**src/rtl/sdram_port_arbiter.sv**
```systemverilog
// sdram_port_arbiter: shares one MEMIF port between display read DMA (D),
// camera write (C) and the CPU bus port (P). One 16-bit access at a time,
// display first with a run limit, CPU protected by a starvation counter.
module sdram_port_arbiter #(
    parameter int AW           = 21,
    parameter int D_MAX_RUN    = 8,
    parameter int STARVE_LIMIT = 64,
    parameter int DATA_W       = 16
) (
    input  logic              CLK,
    input  logic              RST,
    input  logic              D_REQ,
    input  logic [AW-1:0]     D_ADDR,
    output logic              D_ACK,
    input  logic              C_REQ,
    input  logic [AW-1:0]     C_ADDR,
    input  logic [DATA_W-1:0] C_WDATA,
    output logic              C_ACK,
    input  logic              P_REQ,
    input  logic              P_WE,
    input  logic [AW-1:0]     P_ADDR,
    input  logic [DATA_W-1:0] P_WDATA,
    input  logic [1:0]        P_BE,
    output logic              P_ACK,
    output logic [DATA_W-1:0] RDATA,
    output logic              M_REQ,
    output logic              M_WE,
    output logic [AW-1:0]     M_ADDR,
    output logic [DATA_W-1:0] M_WDATA,
    output logic [1:0]        M_BE,
    input  logic              M_ACK,
    input  logic [DATA_W-1:0] M_RDATA,
    output logic [2:0]        GNT
);

    localparam int RUN_W = $clog2(D_MAX_RUN + 1);
    localparam int STV_W = $clog2(STARVE_LIMIT + 1);
    localparam logic [RUN_W-1:0] RUN_MAX = RUN_W'(D_MAX_RUN);
    localparam logic [STV_W-1:0] STV_MAX = STV_W'(STARVE_LIMIT);

    typedef enum logic [1:0] {
        ST_IDLE,
        ST_BUSY,
        ST_DONE
    } state_t;

    state_t           state;
    logic [RUN_W-1:0] d_run;
    logic [STV_W-1:0] starve_cnt;
    logic [2:0]       win;
    logic             starve_hit;
    logic             d_block;
    logic             grant_now;

    // starve_hit is gated with P_REQ because the counter clears one cycle late
    assign starve_hit = P_REQ && (starve_cnt >= STV_MAX);
    assign d_block    = (d_run >= RUN_MAX) && (C_REQ || P_REQ);
    assign grant_now  = (state == ST_IDLE) && (win != 3'b000);

    // Priority pick of the next owner; only consumed while IDLE
    always_comb begin
        win = 3'b000;
        if (starve_hit)
            win = 3'b100;
        else if (D_REQ && !d_block)
            win = 3'b001;
        else if (C_REQ)
            win = 3'b010;
        else if (P_REQ)
            win = 3'b100;
        else if (D_REQ)
            win = 3'b001;
    end

    // Display run length: saturating count of D grants, cleared by any other grant
    always_ff @(posedge CLK or negedge RST) begin
        if (!RST) begin
            d_run <= '0;
        end else if (grant_now) begin
            if (win[0]) begin
                if (d_run < RUN_MAX)
                    d_run <= d_run + 1'b1;
            end else begin
                d_run <= '0;
            end
        end
    end

    // CPU wait counter: counts cycles P waits without owning the port
    always_ff @(posedge CLK or negedge RST) begin
        if (!RST) begin
            starve_cnt <= '0;
        end else if ((grant_now && win[2]) || !P_REQ) begin
            starve_cnt <= '0;
        end else if (!GNT[2] && (starve_cnt < STV_MAX)) begin
            starve_cnt <= starve_cnt + 1'b1;
        end
    end

    // Access FSM: latch winner's fields, hold M_REQ until M_ACK, pulse owner's ACK
    always_ff @(posedge CLK or negedge RST) begin
        if (!RST) begin
            state   <= ST_IDLE;
            GNT     <= 3'b000;
            M_REQ   <= 1'b0;
            M_WE    <= 1'b0;
            M_ADDR  <= '0;
            M_WDATA <= '0;
            M_BE    <= 2'b00;
            RDATA   <= '0;
            D_ACK   <= 1'b0;
            C_ACK   <= 1'b0;
            P_ACK   <= 1'b0;
        end else begin
            case (state)
                ST_IDLE: begin
                    if (grant_now) begin
                        GNT   <= win;
                        M_REQ <= 1'b1;
                        state <= ST_BUSY;
                        if (win[2]) begin
                            M_WE    <= P_WE;
                            M_ADDR  <= P_ADDR;
                            M_WDATA <= P_WDATA;
                            M_BE    <= P_BE;
                        end else if (win[1]) begin
                            M_WE    <= 1'b1;
                            M_ADDR  <= C_ADDR;
                            M_WDATA <= C_WDATA;
                            M_BE    <= 2'b11;
                        end else begin
                            M_WE    <= 1'b0;
                            M_ADDR  <= D_ADDR;
                            M_WDATA <= '0;
                            M_BE    <= 2'b11;
                        end
                    end
                end
                ST_BUSY: begin
                    if (M_ACK) begin
                        M_REQ <= 1'b0;
                        if (!M_WE)
                            RDATA <= M_RDATA;
                        D_ACK <= GNT[0];
                        C_ACK <= GNT[1];
                        P_ACK <= GNT[2];
                        state <= ST_DONE;
                    end
                end
                ST_DONE: begin
                    D_ACK <= 1'b0;
                    C_ACK <= 1'b0;
                    P_ACK <= 1'b0;
                    GNT   <= 3'b000;
                    state <= ST_IDLE;
                end
                default: begin
                    state <= ST_IDLE;
                end
            endcase
        end
    end

endmodule
```
**config.mk**
```make
export PLATFORM = sky130hd
export DESIGN_NAME = sdram_port_arbiter
export DESIGN_NICKNAME = d
export VERILOG_FILES = /design/src/rtl/sdram_port_arbiter.sv
export SDC_FILE = /design/constraint.sdc
export NUM_CORES = 1
export LEC_CHECK = 0
export BUFFER_PORTS_ARGS = -buffer_cell sky130_fd_sc_hd__buf_2
export CORE_ASPECT_RATIO = 1.2
export CORE_MARGIN = 2
export CORE_UTILIZATION = 25
export CTS_CLUSTER_SIZE = 20
export DETAILED_ROUTE_END_ITERATION = 8
export SLEW_MARGIN = 5
export SYNTH_ARGS = -nofsm -noshare
export SYNTH_HDL_FRONTEND = slang
export SYNTH_SLANG_ARGS = --single-unit
```
**constraint.sdc**
```tcl
create_clock -name CLK -period 4.1 [get_ports CLK]
set_input_delay 1.025 -clock CLK [delete_from_list [all_inputs] [get_ports CLK]]
set_output_delay 1.025 -clock CLK [all_outputs]
set_load 0.02 [all_outputs]
```
==> impl_metrics.json <==
{
  "run_status": "finished, final reports clean",
  "end_kind": "register",
  "root_buffer": "clkbuf_16",
  "dr_wl_met2_mm": 5.86,
  "drc_errors": 0,
  "dieWidth_um": 116,
  "initial_utilization": 0.254,
  "drv_slew": 0,
  "slew_headroom": 0.293,
  "hpwlAfterDp_mm": 8.02,
  "io_pins": 183,
  "post-route-util": 0.349,
  "synth_simple_gate_area_share": 0.120,
  "clock_latency_ns": 0.33,
  "wl_met3_um": 464,
  "hold_buffers": 0,
  "top_layer_used": "met4",
  "final_nets": 679,
  "pwr-share-clk": 0.273,
  "synth_area_leaders": "dfrtp_1 (50%), a21oi_1 (6.1%), a21o_1 (4.2%), o21ai_0 (3.8%), a22oi_2 (3.3%)",
  "clock-sinks": 76,
  "synth_top_family_by_area": "compound AO/OA/AOI/OAI gates",
  "pre_cts_slack_ns": 1.11,
  "synth_fa_ha_area_frac": 0.00990,
  "hold_class": "register to register",
  "rsz0062_at_grt": "false",
  "synth_common_cells": "dfrtp_1 (76), a21oi_1 (46), nor2_1 (33)",
  "syn_area_mm2": 0.00379,
  "totalWireLength_mm": 11.1,
  "cts_setup_buffers": 0,
  "synthXorXnorAreaFrac": 0.0116,
  "drt_first_pass_iters": 4,
  "grt_first_pass_wirelength_mm": 17.7,
  "skew_ns": 0.00623,
  "core_mm2": 0.0149,
  "grt_start_max_net_pins": 77,
  "routedWlPerCell_um": 14.5,
  "grt_pass1_vias": 3648,
  "ant_nets": 0,
  "critPathRequiredTime_ns": 4.31,
  "finalHoldViolCount": 0,
  "max-cap-violations": 0,
  "pwr-share-seq": 0.359,
  "synth_cells": 385,
  "cts.reportedPaths.clkPinSlew_ns": 0.06,
  "synthToLayoutAreaGrowth_pct": 37.3,
  "synth_seq_cells": 76,
  "irDropWorstVdd_uv": 239,
  "die_y_um": 139,
  "drt_iter0_markers": 107,
  "synthMuxAreaShare": 0.0531,
  "synth_top_cell_area_share": 0.502,
  "total_power_mw": 3.40,
  "max_freq_mhz": 381,
  "drive_gt1_frac": 0.421,
  "gr-total-overflow": 0,
  "antenna_found_initial": 0,
  "syn_nets": 508,
  "ys.flop_type": "dfrtp_1",
  "p_leak_nw": 2.56,
  "synth_compound_area_frac": 0.246,
  "wl_met1_mm": 4.56,
  "crit_path_start_kind": "input port",
  "std_cell_rows": 49,
  "synth_top_cell_by_area": "dfrtp_1",
  "cts_buffer_depth": 2,
  "timing.final.ws_setup_ns": 1.48,
  "gp_congestion": 0.792,
  "cts-buffers-inserted": 9,
  "switching_share": 0.375,
  "io_buffers": 182,
  "synth-async-reset-ratio": 1.00,
  "ys_warn_count": 0,
  "layout_min_cycle_time_ns": 2.62,
  "setup_violations": 0,
  "ctsHtreeMaxLevel": 3,
  "synth_cell_types": 44,
  "vias": 3549,
  "period_share": 0.640,
  "yosysMostFrequentCell": "dfrtp_1",
  "diodes": 0,
  "die_area_mm2": 0.0162,
  "tritoncts": "built",
  "grt.total_usage": 0.138,
  "ys_seq_area_frac": 0.502,
  "vias_per_cell": 4.64,
  "cp_max_fo": 27,
  "setup_tns_ns": 0,
  "syn_avg_cell_area_um2": 9.85,
  "synth_edf_count": 0,
  "fillers": 1535,
  "switchingPower_mw": 1.27,
  "intPower_mw": 2.12,
  "post_cts_resized": 0,
  "comb_power_share": 0.368,
  "worstPathArrival_ns": 2.84,
  "tightest_slew_ns": 1.06,
  "power_density_mw_per_mm2": 653,
  "worstSetupPathType": "input port to register"
}
[registers in the layout (all words and copies together), names as in the netlist]
name	cells
starve_cnt	7
P_ACK	1
GNT	3
state	2
M_BE	2
RDATA	16
d_run	4
M_ADDR	21
M_REQ	1
C_ACK	1
M_WE	1
M_WDATA	16
D_ACK	1
[worst max-delay path, cell delays in order]
cell     delay, ns
buf_2         0.14
and2_1        0.13
buf_4         0.30
a31o_2        0.51
nand2_2       0.43
o22a_1        0.29
[metrics by stage]
stage	cells	hold slack (ns)	cell area (um2)
2_1_floorplan	385	0.497	3790
3_3_place_gp	749	0.462	4850
3_5_place_dp	749	0.465	4850
4_1_cts	765	0.480	5200
5_1_grt	765	0.506	5200
6_report	765	0.473	5200
[cells by family (layout without fill, tap and decap cells)]
group | after synthesis | after routing
adders and majority gates | 3 | 3
muxes | 18 | 18
and+or+nand+nor | 93 | 93
DFF | 76 | 76
AOI/OAI and AO/OA | 142 | 142
xor gates and xnor gates | 5 | 5
buffers and inverters | 48 | 224
[cell usage in the layout, fill, tap and decap left out, types with 2 or more instances in the layout]
cell type and instances:
a21o_1 21, nand2b_1 2, and3_1 2, nand2_1 15, a21oi_1 46, o22a_1 2, nand4_1 2, nor2_2 2
buf_4 5, mux2_2 7, o21ai_2 10, nor3_1 3, mux2_1 10, a22oi_1 9, dfrtp_1 76, o21ai_0 29
nor2_1 33, inv_1 21, o21ai_1 8, bufinv_16 3, xor2_1 4, ha_1 3, nand3_1 24, and2_1 2
buf_2 181, a22oi_2 10, clkbuf_16 9
[metal layers]
metal  vias to the layer above  track usage
li1                       1701            -
met1                      1729        0.168
met2                       102        0.237
met3                        17       0.0262
met4                         0       0.0533
met5                         -            0
[worst paths after layout]
check,start,to,slack [ns],cells after the start
setup / recovery,P_REQ,M_BE[0],1.48,6
hold / removal,M_REQ,M_REQ,0.47,2
setup reg to reg,starve_cnt[6],M_BE[0],1.88,5
hold reg to reg,M_REQ,M_REQ,0.47,2
max in group asynchronous,RST,M_ADDR[19],2.61,1
min in group asynchronous,RST,RDATA[1],0.86,1
[layout make-up]
cell class | count | area, um2 | area share
clock buffer | 11 | 243 | 0.0466
tap | 204 | 255 | 0.0491
inverter | 22 | 82.6 | 0.0159
sequential | 76 | 1900 | 0.365
clock inverter | 5 | 108 | 0.0207
timing repair buffer | 186 | 943 | 0.181
multi-input combinational | 261 | 1670 | 0.321
[power groups by stage]
stage | combinational (mW) | clock (mW) | sequential [mW]
finish | 1.25 | 0.928 | 1.22
global route | 1.36 | 0.990 | 1.26
CTS | 1.27 | 0.955 | 1.22
detailed placement | 1.27 | 0 | 1.23
global placement | 1.24 | 0 | 1.22
floorplan | 0.496 | 0 | 1.53
(Power assumes the default switching activity.)
